**src/rtl/wb_stage.sv**
```systemverilog
// MEM/WB pipeline register and writeback logic for the 5-stage MIPS core.
// Captures MEM-stage results, extracts and extends load data, selects the
// writeback source, drives the register-file write port (A3, WD, RFWr), and
// counts retired instructions for debug and CPI measurement.
module wb_stage #(
  parameter int CNT_W = 32
) (
  input  logic             clk,
  input  logic             rst,
  input  logic             stall,
  input  logic             flush,
  input  logic             mem_valid,
  input  logic             mem_regwrite,
  input  logic [4:0]       mem_rd,
  input  logic [1:0]       mem_wbsel,
  input  logic [2:0]       mem_ldtype,
  input  logic [31:0]      mem_alu,
  input  logic [31:0]      mem_rdata,
  input  logic [31:0]      mem_link,
  output logic             RFWr,
  output logic [4:0]       A3,
  output logic [31:0]      WD,
  output logic             wb_valid,
  output logic [CNT_W-1:0] retired
);

  // Writeback source select codes; code 3 is reserved and behaves as ALU.
  localparam logic [1:0] WBSEL_ALU  = 2'd0;
  localparam logic [1:0] WBSEL_LOAD = 2'd1;
  localparam logic [1:0] WBSEL_LINK = 2'd2;

  // Load type codes; 5..7 behave as LW.
  localparam logic [2:0] LD_LW  = 3'd0;
  localparam logic [2:0] LD_LB  = 3'd1;
  localparam logic [2:0] LD_LBU = 3'd2;
  localparam logic [2:0] LD_LH  = 3'd3;
  localparam logic [2:0] LD_LHU = 3'd4;

  // MEM/WB pipeline register: current and next state.
  logic        valid_q,    valid_d;
  logic        regwrite_q, regwrite_d;
  logic [4:0]  rd_q,       rd_d;
  logic [1:0]  wbsel_q,    wbsel_d;
  logic [2:0]  ldtype_q,   ldtype_d;
  logic [31:0] alu_q,      alu_d;
  logic [31:0] rdata_q,    rdata_d;
  logic [31:0] link_q,     link_d;

  // Retired-instruction counter.
  logic [CNT_W-1:0] retired_q, retired_d;

  // Load extraction intermediates.
  logic [7:0]  ld_byte;
  logic [15:0] ld_half;
  logic [31:0] ld_data;

  // Next pipeline-register contents: flush inserts a bubble, stall holds,
  // otherwise the MEM-stage fields are captured.
  always_comb begin
    // NOTE: every output of this block gets a default first so that paths
    // not assigned below hold cleanly instead of inferring latches.
    valid_d    = valid_q;
    regwrite_d = regwrite_q;
    rd_d       = rd_q;
    wbsel_d    = wbsel_q;
    ldtype_d   = ldtype_q;
    alu_d      = alu_q;
    rdata_d    = rdata_q;
    link_d     = link_q;
    if (flush) begin
      valid_d    = 1'b0;
      regwrite_d = 1'b0;
      rd_d       = '0;
      wbsel_d    = '0;
      ldtype_d   = '0;
      alu_d      = '0;
      rdata_d    = '0;
      link_d     = '0;
    end else if (!stall) begin
      valid_d    = mem_valid;
      regwrite_d = mem_regwrite;
      rd_d       = mem_rd;
      wbsel_d    = mem_wbsel;
      ldtype_d   = mem_ldtype;
      alu_d      = mem_alu;
      rdata_d    = mem_rdata;
      link_d     = mem_link;
    end
  end

  // The instruction in WB leaves on any non-stalled edge; a flush only
  // kills the incoming instruction, so it does not block the count.
  always_comb begin
    retired_d = retired_q;
    if (!stall && valid_q) begin
      retired_d = retired_q + CNT_W'(1);
    end
  end

  // Synchronous reset has priority over flush, stall and load.
  always_ff @(posedge clk) begin
    // NOTE: sequential state uses non-blocking assignments so every register
    // samples the pre-edge values regardless of statement order.
    if (rst) begin
      valid_q    <= 1'b0;
      regwrite_q <= 1'b0;
      rd_q       <= '0;
      wbsel_q    <= '0;
      ldtype_q   <= '0;
      alu_q      <= '0;
      rdata_q    <= '0;
      link_q     <= '0;
      retired_q  <= '0;
    end else begin
      valid_q    <= valid_d;
      regwrite_q <= regwrite_d;
      rd_q       <= rd_d;
      wbsel_q    <= wbsel_d;
      ldtype_q   <= ldtype_d;
      alu_q      <= alu_d;
      rdata_q    <= rdata_d;
      link_q     <= link_d;
      retired_q  <= retired_d;
    end
  end

  // Big-endian byte and halfword lane selection from the registered word.
  always_comb begin
    ld_byte = rdata_q[31:24];
    unique case (alu_q[1:0])
      2'd0: ld_byte = rdata_q[31:24];
      2'd1: ld_byte = rdata_q[23:16];
      2'd2: ld_byte = rdata_q[15:8];
      2'd3: ld_byte = rdata_q[7:0];
    endcase
    // alu_q[0] is ignored for halfwords; alignment is checked upstream.
    ld_half = alu_q[1] ? rdata_q[15:0] : rdata_q[31:16];
  end

  // Sign or zero extension according to the load type.
  always_comb begin
    ld_data = rdata_q;
    case (ldtype_q)
      LD_LB:   ld_data = {{24{ld_byte[7]}}, ld_byte};
      LD_LBU:  ld_data = {24'd0, ld_byte};
      LD_LH:   ld_data = {{16{ld_half[15]}}, ld_half};
      LD_LHU:  ld_data = {16'd0, ld_half};
      LD_LW:   ld_data = rdata_q;
      default: ld_data = rdata_q;
    endcase
  end

  // Writeback data source select; the reserved code falls back to ALU.
  always_comb begin
    WD = alu_q;
    case (wbsel_q)
      WBSEL_ALU:  WD = alu_q;
      WBSEL_LOAD: WD = ld_data;
      WBSEL_LINK: WD = link_q;
      default:    WD = alu_q;
    endcase
  end

  // Register-file write port and status outputs, all from registered state.
  // RFWr stays asserted through a stall: the repeated identical write keeps
  // the register-file bypass path valid.
  assign RFWr     = valid_q & regwrite_q & (rd_q != 5'd0);
  assign A3       = rd_q;
  assign wb_valid = valid_q;
  assign retired  = retired_q;

endmodule
```
**config.mk**
```make
export PLATFORM = sky130hd
export DESIGN_NAME = wb_stage
export DESIGN_NICKNAME = d
export VERILOG_FILES = /design/src/rtl/wb_stage.sv
export SDC_FILE = /design/constraint.sdc
export NUM_CORES = 1
export LEC_CHECK = 0
export CELL_PAD_IN_SITES_DETAIL_PLACEMENT = 1
export CELL_PAD_IN_SITES_GLOBAL_PLACEMENT = 1
export CORE_MARGIN = 2
export CORE_UTILIZATION = 36
export DETAILED_ROUTE_END_ITERATION = 8
export HOLD_SLACK_MARGIN = 0.08
export PLACE_DENSITY_LB_ADDON = 0.1
export SYNTH_ARGS = -nofsm -noshare
export SYNTH_HDL_FRONTEND = slang
export SYNTH_SLANG_ARGS = --single-unit
```
**constraint.sdc**
```tcl
create_clock -name clk -period 2.2 [get_ports clk]
set_clock_uncertainty 0.05 [all_clocks]
set_input_delay 0.44 -clock clk [delete_from_list [all_inputs] [get_ports clk]]
set_output_delay 0.44 -clock clk [all_outputs]
set_load 0.01 [all_outputs]
```
# ---- Word-level counts from Yosys, hierarchy flattened
# Cells that the tools add are included.
dict set report word_totals {
  regBits 140
  elab_cells 30
  out_inout_bits 71
}
dict set report op_classes {
  n_reduce_logical 5
  n_bitwise 2
  n_addsub 1
  eq_ne 9
  n_mux 4
}
# operator count
set op_table {}
lappend op_table {{32-bit case mux with 4 select lines} 1}
lappend op_table {{32-bit case mux with 2 select lines} 1}
lappend op_table {{32-bit by 1-bit adder with 32-bit output, second input constant} 1}
lappend op_table {{8-bit case mux with 4 select lines} 1}
lappend op_table {{16-bit two-way mux} 1}
lappend op_table {{2-bit == test, second input constant} 3}
lappend op_table {{3-bit by 2-bit == test with 1-bit output, second input constant} 2}
lappend op_table {{5-bit nonzero test} 1}
lappend op_table {{2-bit by 1-bit == test with 1-bit output, second input constant} 2}
lappend op_table {{3-bit by 1-bit == test with 1-bit output, second input constant} 1}
lappend op_table {{3-bit == test, second input constant} 1}
lappend op_table {{1-bit bitwise AND} 2}
lappend op_table {{2-bit zero test} 1}
lappend op_table {{2-bit OR reduction} 1}
lappend op_table {{1-bit logical AND} 1}
lappend op_table {{1-bit zero test} 1}

# ---- Depth between registers and ports, before layout
# Gate-level depths: netlist of run 1.
dict set report logic_depth {
  depth_word 4
  depth_mapped 8
  mapped_depth_nobuf 6
}

# ---- Least setup slack after synthesis of run 1
# Ideal clock, no wire load.
dict set report synth_timing {
  path_type {register to output}
  start {register alu_q[0]}
  end {output WD[16]}
  stages_incl_launch_ff 7
  t_arrival_ps 1666
  setup_slack_ps 44
  path_cell_list {dfxtp_1 > buf_6 > and3b_1 > and3b_4 > buf_6 > or4_1 > a2bb2oi_1}
}
dict set report synth_via {
  elab_chain_cells 4
}
# element line_no
set synth_lines {}
lappend synth_lines {{start, declared} 45} ;# logic [31:0] alu_q, alu_d;
lappend synth_lines {{start signal, assigned} 120} ;# alu_q <= alu_d;
lappend synth_lines {{2-bit == test, or another cell as far along} 130} ;# unique case (alu_q[1:0])
lappend synth_lines {{8-bit case mux with 4 select lines *} 130}
lappend synth_lines {{32-bit case mux with 4 select lines *} 143} ;# case (ldtype_q)
lappend synth_lines {{32-bit case mux with 2 select lines *} 156} ;# case (wbsel_q)
lappend synth_lines {{end, declared} 22} ;# output logic [31:0] WD,
# Every way passes the cells marked *; elsewhere a longest branch is shown, timed or not.

# ---- Worst setup path in the final report of run 1
dict set report layout_timing {
  start {register ldtype_q[2]}
  end {output WD[4]}
}
dict set report layout_via {
  elab_chain_cells 3
}
# element line_no
set layout_lines {}
lappend layout_lines {{start, declared} 44} ;# logic [2:0] ldtype_q, ldtype_d;
lappend layout_lines {{start signal, assigned} 119} ;# ldtype_q <= ldtype_d;
lappend layout_lines {{3-bit == test, or another cell as far along} 143}
lappend layout_lines {{32-bit case mux with 4 select lines *} 143}
lappend layout_lines {{32-bit case mux with 2 select lines *} 156}
# Marks and branches as above.

==> results of run 1 <==
worst max-delay path by stage:
stage                      startpoint  endpoint  slack (ns)  cells after the start
after floorplan              alu_q[0]    WD[16]        0.04                      6
after detailed placement  ldtype_q[1]    WD[12]       -0.71                      5
after global placement    ldtype_q[1]    WD[14]       -0.66                      5
after global routing      ldtype_q[2]     WD[4]       -0.63                      7
after CTS                 ldtype_q[2]    WD[18]       -0.50                      5
final                     ldtype_q[2]     WD[4]       -0.55                      7
cells in the mapped netlist, types with 10 or more instances:
cell type	number	area, um^2
a2bb2oi_1	16	140
buf_2	13	65.1
dfxtp_1	140	2800
or4_1	25	188
clkbuf_1	36	135
nand3_1	16	80.1
mux2i_1	116	1160
nand2_1	36	135
or3_1	13	81.3
nor2_1	127	477
a21oi_1	69	345
o221ai_1	11	96.3
nand4_1	10	62.6
o21ai_0	23	115
metrics by stage:
| step | instance area (um^2) | setup WS, ns | std cells | hold slack (ns) |
|---|---|---|---|---|
| CTS | 10300 | -0.497 | 1241 | 0.455 |
| global placement | 9300 | -0.662 | 1197 | 0.422 |
| finish | 10600 | -0.552 | 1248 | 0.450 |
| global route | 10600 | -0.628 | 1248 | 0.485 |
| floorplan | 6840 | 0.0443 | 771 | 0.405 |
| detailed placement | 9300 | -0.711 | 1197 | 0.443 |
critical path: stages, from the launching register on:
cell           delay, ns
dfxtp_4             0.38
buf_6               0.14
nand3b_1            0.32
a21oi_4             0.26
buf_6               0.15
a221oi_2            0.06
a31oi_1             0.22
dlygate4sd2_1       0.30
cell type report:
cell class              instances  area, um^2
inverters                       6        26.3
clock buffers                  21         480
diodes                          1        2.50
well taps                     234         293
flip-flops and latches        140        2820
clock inverters                10         138
fillers                      2058        8060
repair buffers                271        2510
multi-input cells             565        4310
sequential cells by signal (all words and copies together), names as in the netlist:
signal / flops
wb_valid: 1
wbsel_q: 2
alu_q: 32
regwrite_q: 1
link_q: 32
A3: 5
ldtype_q: 3
retired: 32
rdata_q: 32
metal layers:
metal | share of wire [%] | up-vias
li1 | - | 3261
met1 | 42 | 3371
met2 | 50 | 206
met3 | 4.8 | 53
met4 | 3.0 | 0
met5 | 0 | -
report_power, final:
| part | leakage [nW] | switching [W] | internal, W |
|---|---|---|---|
| logic | 2.80 | 0.000459 | 0.000535 |
| registers | 1.14 | 0.0000639 | 0.00260 |
| clock network | 0.301 | 0.00114 | 0.00190 |
layout by cell type, fill, tap and decap left out, types with 4 or more instances in the layout:
master	n
buf_2	30
a22oi_1	5
buf_12	9
o221ai_2	4
buf_6	16
clkbuf_16	17
o221ai_1	7
a2bb2oi_2	15
o21ai_1	5
nor2b_1	4
or3_1	12
or4_1	12
o21ai_0	17
clkdlybuf4s50_1	148
clkbuf_8	4
nand4_1	10
buf_4	65
a21oi_2	6
and4_1	4
dfxtp_1	134
and3_1	7
dfxtp_4	5
nand3_1	15
mux2_2	7
or4_4	13
o31ai_1	9
a21oi_1	60
nand2_1	34
nor2_1	126
mux2i_1	113
xor2_1	8
cell families (layout without fill, tap and decap cells):
kind of cell               Yosys count  in the layout  synth area share (%)
and+or+nand+nor                    266            267                  19.2
buffers and inverters               67            308                  4.35
other                                0              1                     0
DFF                                140            140                  41.0
AOI/OAI and AO/OA                  157            157                  14.4
muxes                              127            127                  19.1
adders and majority gates            3              3                 0.549
xor gates and xnor gates            11             11                  1.41
timing repair:
item	in CTS	in global routing
resized for setup	223	54
cloned	2	0
setup endpoints to repair	33	33
buffers inserted	12	7
pin swaps	28	30
==> run_results.csv, run 1 <==
group,metric,value,unit
power,powerDensity,632,nW/um^2
clock_network,clk_path_buf_depth,2,
synthesis,synthDistinctLibCells,54,
setup_path,arrival,2.26,ns
place,port_buffers,182,
timing,slew_headroom,44.7,%
global_route,grt_remaining_overflow,0,
global_route,grt_pass1_vias,7237,
job,drv_cap,0,
worst_hold_path,holdCritStartpoint,"alu_q[14]",
route,ant_nets,0,
timing,setup_viol,32,
synthesis,synth-seq-area-share,41.0,%
clock_network,cts_tree,"done",
setup_path,r2r_start,"retired[0]",
timing,max_clock_freq,363,MHz
route,firstDrtPassIters,5,
place,gp_congestion,0.903,
timing,hold_violations,0,
global_route,grt_pass1_wl,39800,um
die,design.core.area,18600,um^2
global_route,use_met3,4.52,%
die,io_pins,183,
timing,worst_slack,-0.552,ns
die,die_x,142,um
global_route,use_met2,43.7,%
clock_network,clkTransAtPathRegs,0.06,ns
setup_path,cp_data_required_time,1.71,ns
power,irDropWorstVdd,0.000560,V
status,outcome,"complete, but fails checks",
global_route,grt_max_degree,110,
clock_network,cts-hold-fix-buffers,0,
setup_path,r2r_end,"retired[28]",
place,place.detailed.hpwl,17700,um
setup_path,crit_fanout,8,
synthesis,synthFlopType,"dfxtp_1",
die,rows,50,
synthesis,yosysWarnings,0,
global_route,grt_usage,25.4,%
route,via_per_inst,5.52,
global_route,grt_antenna_before_repair,1,
global_route,grt_use_met1,31.8,%
timing,setup_tns,-14.16,ns
final_layout,fin_nets,1116,
route,drtIter0Drc,351,
global_route,grt_most_used_layer,"met2",
synthesis,avgSynthCellArea,8.87,um^2
die,start_util,36.7,%
power,power.leakage,4.24,nW
timing,drv_slew,0,
timing,fin_crit_sh,125,%
clock_network,cts_root_buf,"clkbuf_16",
route,wirelength,26800,um
route,vias,6891,
die,fp.dieArea,20100,um^2
synthesis,synthCells,771,
synthesis,synth_area,6840,um^2
clock_network,numCtsBuffers,17,
final_layout,final_core_util,56.8,%
route,drc,0,
setup_path,cp-start-kind,"register",
timing,rsz0062_at_grt,"yes",
setup_path,worstSetupEndpointType,"primary output",
setup_path,r2r_setup_slack,0.25,ns
timing,period_needed,2.75,ns
die,die_h,142,um
setup_path,critical_path_class,"register to primary output",
worst_hold_path,worstHoldPathCells,2,
final_layout,syn2layout_area_growth,54.8,%
synthesis,synth_edf_count,0,
clock_network,clock-sinks,140,
timing,worstMarginPinSlew,0.829,ns
setup_path,ff2ff_path_depth,5,
synthesis,ys_ff_latch,140,
clock_network,clk-insertion-delay-late,0.42,ns
status,violations,"setup timing",
worst_hold_path,whs_endpoint,"alu_q[14]",
synthesis,syn_nets,886,
synthesis,async_flop_share,0,%
worst_hold_path,hold_class,"register to register",
clock_network,htreeDepth,4,
power,finalPower,0.00669,W
final_layout,drive_gt1_share,25.6,%
route,wl_per_cell,21.5,um
Power figures use the tool's default switching activity.
==> inputs of run 2 (changes only) <==
--- a/config.mk
+++ b/config.mk
@@ -9,9 +9,11 @@
 export CELL_PAD_IN_SITES_GLOBAL_PLACEMENT = 1
 export CORE_MARGIN = 2
 export CORE_UTILIZATION = 36
+export CTS_BUF_LIST = sky130_fd_sc_hd__clkbuf_16
 export DETAILED_ROUTE_END_ITERATION = 8
 export HOLD_SLACK_MARGIN = 0.08
 export PLACE_DENSITY_LB_ADDON = 0.1
+export RECOVER_POWER = 100
 export SYNTH_ARGS = -nofsm -noshare
 export SYNTH_HDL_FRONTEND = slang
 export SYNTH_SLANG_ARGS = --single-unit
==> run 2 against run 1 <==
  * The run still ends with setup timing left
  * Sequential power hardly changed
  * Maximum frequency is 1.6% higher
  * Sequential share of layout area is 0.60 points higher
  * Setup slack better by 0.044 ns
  * Global-route usage is 0.47 points lower
  * Via count is 0.23% lower
  * Non-clock buffer count is 2 lower
  * Final cell count is 0.16% lower
  * Design area is 2.2% lower
  * Critical endpoint is now WD[18]
  * Largest cell class unchanged
  * Largest power group unchanged
  * Highest routed layer unchanged
==> run_results.csv, run 2 (synthesis gave the netlist of run 1 again) <==
group,metric,value,unit
status,outcome,"complete, but fails checks",
status,violations,"setup timing",
timing,hold_violations,0,
clock_network,cts_root_buf,"clkbuf_16",
route,firstDrtPassIters,5,
setup_path,worstSetupEndpointType,"primary output",
power,p_int,0.00487,W
final_layout,fin_nets,1114,
setup_path,critPathMaxStageDelay,0.53,ns
die,rows,50,
die,io_pins,183,
final_layout,drive_gt1_share,24.1,%
power,finalPower,0.00651,W
route,wirelength,26000,um
timing,holdWs,0.447,ns
global_route,grt_max_degree,110,
setup_path,crit_fanout,8,
final_layout,mostFrequentLayoutCell,"dfxtp_1",
route,vias,6875,
global_route,grt_usage,24.9,%
timing,period_needed,2.71,ns
power,powerDensity,629,nW/um^2
setup_path,cp-start-kind,"register",
die,design.core.area,18600,um^2
route,wl_per_cell,20.9,um
global_route,grt_pass1_vias,7151,
power,irDropWorstVdd,0.000588,V
power,power.leakage,4.28,nW
setup_path,cp_cell_sequence,"and3b_2 > and3b_2 > or4_4 > a2bb2oi_2 > buf_2",
place,gp_congestion,0.903,
setup_path,cpMostUsedCell,"and3b_2",
timing,rsz0062_at_grt,"yes",
timing,slew_headroom,7.94,%
clock_network,numCtsBuffers,17,
route,drc,0,
clock_network,clk_path_buf_depth,2,
route,ant_nets,0,
die,die_h,142,um
place,port_buffers,182,
route,via_per_inst,5.52,
setup_path,critical_path_class,"register to primary output",
power,power_frac_comb,14.7,%
global_route,grt_pass1_wl,39100,um
final_layout,fillers,2078,
final_layout,final_core_util,55.5,%
die,start_util,36.7,%
clock_network,clock-sinks,140,
global_route,grt_remaining_overflow,0,
setup_path,cp_data_required_time,1.71,ns
timing,setup_tns,-12.86,ns
setup_path,r2r_setup_slack,0.04,ns
timing,setup_viol,32,
power,swShare,25.2,%
final_layout,postLayoutCellArea,10400,um^2
power,p_sw,0.00164,W
timing,worstMarginPinSlew,1.38,ns
timing,fin_crit_sh,123,%
power,clkPwrFrac,44.5,%
global_route,grt_antenna_before_repair,1,
worst_hold_path,hold_class,"register to register",
route,drtIter0Drc,385,
clock_network,htreeDepth,4,
die,fp.dieArea,20100,um^2
clock_network,clkTransAtPathRegs,0.06,ns
timing,worst_slack,-0.508,ns
setup_path,arrival,2.22,ns
clock_network,clk-insertion-delay-late,0.42,ns
power,seqPwrFrac,40.9,%
place,postPlaceCellArea,9300,um^2
clock_network,cts-hold-fix-buffers,0,
setup_path,critical-path-slowest-cell,"or4_4",
timing,max_clock_freq,369,MHz
final_layout,layout.cells.most_common_list,"134 x dfxtp_1, 126 x nor2_1, 114 x mux2i_1",
job,drv_cap,0,
clock_network,cts_tree,"done",
die,die_x,142,um
place,place.detailed.hpwl,17700,um
final_layout,syn2layout_area_growth,51.4,%
timing,drv_slew,0,
-- run 2: changes by cell type in the layout (fill, tap and decap cells not counted), sizes merged --
cell | previous run | this run
dlygate4sd3 | 0 | 38
dlygate4sd2 | 1 | 0
clkdlybuf4s50 | 148 | 110
buf | 121 | 118
clkbuf | 22 | 20
clkinv | 4 | 8
-- run 2: timing repair --
action | 4_1_cts | 5_1_grt
gates cloned | 2 | 0
setup buffers | 4 | 12
pin swaps | 21 | 22
gates resized for setup | 203 | 54
endpoints found under the hold margin | 0 | 0
setup endpoints to repair | 33 | 33
-- run 2: critical path, delay by kind of cell, from the launching register on --
family | cells | cell delay, ns
AOI/OAI and AO/OA | 1 | 0.17
buffers and inverters | 1 | 0.16
DFF | 1 | 0.40
and+or+nand+nor | 3 | 1.06
-- run 2: per-layer routing --
| metal | vias to the layer above | share of wire [%] | GRT usage [%] |
|---|---|---|---|
| met5 | - | 0 | 0 |
| met4 | 0 | 2.6 | 9.32 |
| met3 | 44 | 4.6 | 4.62 |
| met2 | 188 | 50 | 42.5 |
| met1 | 3389 | 43 | 31.4 |
| li1 | 3254 | - | - |
-- run 2: final cells by class --
class	count	area [um^2]	area share (%)
sequential	140	2820	27.3
clock buffer	17	425	4.11
inverter	6	26.3	0.254
tap	234	293	2.83
clock inverter	14	153	1.47
antenna	1	2.50	0.0242
multi-input combinational	565	4200	40.6
timing repair buffer	269	2430	23.4
-- run 2: power by group through the flow --
stage / Clock [W] / Sequential [W] / Combinational, W
4_1_cts: 0.00293 / 0.00266 / 0.000907
5_1_grt: 0.00305 / 0.00267 / 0.00102
2_1_floorplan: 0 / 0.00269 / 0.000418
6_report: 0.00290 / 0.00266 / 0.000954
3_5_place_dp: 0 / 0.00271 / 0.000877
3_3_place_gp: 0 / 0.00271 / 0.000857
-- run 2: worst paths after layout --
check               from          end  depth (start not counted)
max          ldtype_q[2]       WD[18]                          5
min          retired[28]  retired[28]                          2
max reg2reg     wb_valid  retired[29]                          6
min reg2reg  retired[28]  retired[28]                          2
-- run 2: per-stage QoR --
| stage | setup WS, ns | instances |
|---|---|---|
| after detailed placement | -0.711 | 1197 |
| final | -0.508 | 1246 |
| after CTS | -0.494 | 1233 |
| after global placement | -0.662 | 1197 |
| after global routing | -0.567 | 1246 |
| after floorplan | 0.0443 | 771 |
==> inputs of run 3 (changes only) <==
--- a/config.mk
+++ b/config.mk
@@ -5,14 +5,15 @@
 export SDC_FILE = /design/constraint.sdc
 export NUM_CORES = 1
 export LEC_CHECK = 0
+export CAP_MARGIN = 10
 export CELL_PAD_IN_SITES_DETAIL_PLACEMENT = 1
 export CELL_PAD_IN_SITES_GLOBAL_PLACEMENT = 1
 export CORE_MARGIN = 2
-export CORE_UTILIZATION = 36
+export CORE_UTILIZATION = 25
 export CTS_BUF_LIST = sky130_fd_sc_hd__clkbuf_16
 export DETAILED_ROUTE_END_ITERATION = 8
 export HOLD_SLACK_MARGIN = 0.08
-export PLACE_DENSITY_LB_ADDON = 0.1
+export PLACE_DENSITY = 0.62
 export RECOVER_POWER = 100
 export SYNTH_ARGS = -nofsm -noshare
 export SYNTH_HDL_FRONTEND = slang
==> run 3 against run 2 <==
  * The run still ends with setup timing left
  * Via count decreased by 1.5%
  * Setup slack improved by 0.0031 ns
  * First-iteration DRC count decreased by 22%
  * Clock-buffer cell count unchanged
  * Clock power barely moved
  * Worst hold slack gained 0.00078 ns
  * Maximum frequency rose by 0.12%
  * Combinational power up 6%
  * Sequential share of layout area fell by 1.2 points
  * Largest cell class unchanged
  * Non-clock buffer count grew 16
  * Final cell count grew 9.9%
==> run_results.csv, run 3 (synthesis gave the netlist of run 1 again) <==
group,metric,value,unit
status,outcome,"complete, but fails checks",
status,violations,"setup timing",
setup_path,cp.depth,5,
power,finalPower,0.00658,W
final_layout,final_cell_count_no_fill,1369,
setup_path,cpMostUsedCell,"and3b_2",
setup_path,worstSetupEndpointType,"primary output",
setup_path,crit_fanout,8,
setup_path,cp-endpoint,"WD[26]",
timing,period_needed,2.71,ns
power,irDropWorstVdd,0.000364,V
route,firstDrtPassIters,4,
route,ant_nets,0,
final_layout,layout.cells.most_common_list,"135 x dfxtp_1, 125 x nor2_1, 112 x mux2i_1",
die,design.core.area,26900,um^2
setup_path,cp-start-kind,"register",
die,rows,60,
setup_path,path_buf_inv,1,
die,die_x,169,um
clock_network,clock-sinks,140,
setup_path,critical_path_class,"register to primary output",
place,dp_cells,1323,
global_route,grt_antenna_before_repair,0,
global_route,grt_remaining_overflow,0,
setup_path,critical-path-slowest-cell,"or4_4",
route,drc,0,
route,wirelength,26200,um
clock_network,clkTransAtPathRegs,0.06,ns
die,die_h,169,um
global_route,grt_pass1_wl,40000,um
timing,worstMarginPinSlew,1.22,ns
setup_path,arrival,2.22,ns
timing,fin_crit_sh,123,%
final_layout,fin_nets,1130,
place,port_buffers,182,
worst_hold_path,hold_class,"register to register",
setup_path,cp_data_required_time,1.71,ns
global_route,grt_max_degree,63,
setup_path,cp_cell_sequence,"and3b_2 > and3b_2 > or4_4 > a2bb2oi_2 > buf_2",
final_layout,drive_gt1_share,26.8,%
timing,max_clock_freq,370,MHz
timing,setup_viol,32,
timing,holdWs,0.448,ns
setup_path,r2r_start,"retired[12]",
route,wl_per_cell,19.1,um
setup_path,critPathLaunch,"ldtype_q[2]",
setup_path,ff2ff_path_depth,4,
clock_network,cts_tree,"done",
route,vias,6770,
clock_network,numCtsBuffers,17,
place,place.detailed.hpwl,18700,um
route,drtIter0Drc,300,
clock_network,cts-hold-fix-buffers,0,
global_route,grt_pass1_vias,6914,
die,fp.dieArea,28700,um^2
final_layout,antennaDiodeCount,0,
clock_network,cts_root_buf,"clkbuf_16",
final_layout,mostFrequentLayoutCell,"dfxtp_1",
clock_network,clk-insertion-delay-late,0.43,ns
job,drv_cap,0,
route,via_per_inst,4.95,
setup_path,r2r_end,"retired[27]",
clock_network,htreeDepth,4,
timing,rsz0062_at_grt,"yes",
timing,drv_slew,0,
place,gp_congestion,0.832,
die,io_pins,183,
power,powerDensity,608,nW/um^2
timing,worst_slack,-0.505,ns
setup_path,r2r_setup_slack,0.17,ns
die,start_util,25.4,%
final_layout,fillers,3065,
timing,slew_headroom,19.0,%
timing,hold_violations,0,
power,power.leakage,4.39,nW
setup_path,crit_family,"simple AND/OR/NAND/NOR gates",
global_route,grt_usage,18.1,%
setup_path,critPathMaxStageDelay,0.54,ns
final_layout,syn2layout_area_growth,58.2,%
clock_network,clk_path_buf_depth,2,
## run 3: per-layer routing
layer / track usage (%) / up-vias / part of all wire, %
li1: - / 3286 / -
met2: 31.0 / 145 / 50
met5: 0 / - / 0
met3: 3.50 / 13 / 4.0
met4: 4.01 / 0 / 0.73
met1: 23.5 / 3326 / 45
## run 3: power by group
| group | internal [W] | leakage, nW | switching (W) |
|---|---|---|---|
| registers | 0.00260 | 1.14 | 0.0000594 |
| clock network | 0.00159 | 0.271 | 0.00132 |
| logic | 0.000549 | 2.98 | 0.000461 |
## run 3: metrics by stage
stage / util (%) / setup slack (ns) / cell area (um^2) / setup TNS, ns
after floorplan: - / 0.0443 / 6840 / 0
after global placement: 35.6 / -0.743 / 9570 / -17.33
after detailed placement: 35.6 / -0.748 / 9570 / -18.12
after CTS: 39.0 / -0.479 / 10500 / -12.86
after global routing: 40.3 / -0.549 / 10800 / -20.26
final: 40.3 / -0.505 / 10800 / -13.15
## run 3: timing repair
| action | in CTS | in global routing |
|---|---|---|
| setup endpoints to repair | 33 | 32 |
| cloned | 3 | 0 |
| gates resized for setup | 235 | 72 |
| pin swaps | 36 | 28 |
| setup buffers | 7 | 5 |
## run 3: worst min path at each step
stage | startpoint | endpoint | slack [ns] | cells past startpoint
2_1_floorplan | link_q[2] | link_q[2] | 0.40 | 2
3_3_place_gp | alu_q[13] | alu_q[13] | 0.42 | 2
3_5_place_dp | link_q[2] | link_q[2] | 0.44 | 2
4_1_cts | link_q[2] | link_q[2] | 0.46 | 2
5_1_grt | regwrite_q | regwrite_q | 0.48 | 2
6_report | link_q[2] | link_q[2] | 0.45 | 2
## run 3: area by class of cell
class                      instances  area, um^2  area share [%]
sequential                       140        2820            26.1
inverter                           6        27.5           0.254
tap                              341         427            3.94
clock inverter                    15         153            1.41
timing repair buffer             285        2600            24.1
multi-input combinational        565        4360            40.3
clock buffer                      17         425            3.93
## run 3: tightest hold or removal path, stage by stage (launching register included)
cell and delay (ns):
dfxtp_1 0.33, mux2i_1 0.07, nor2_1 0.07
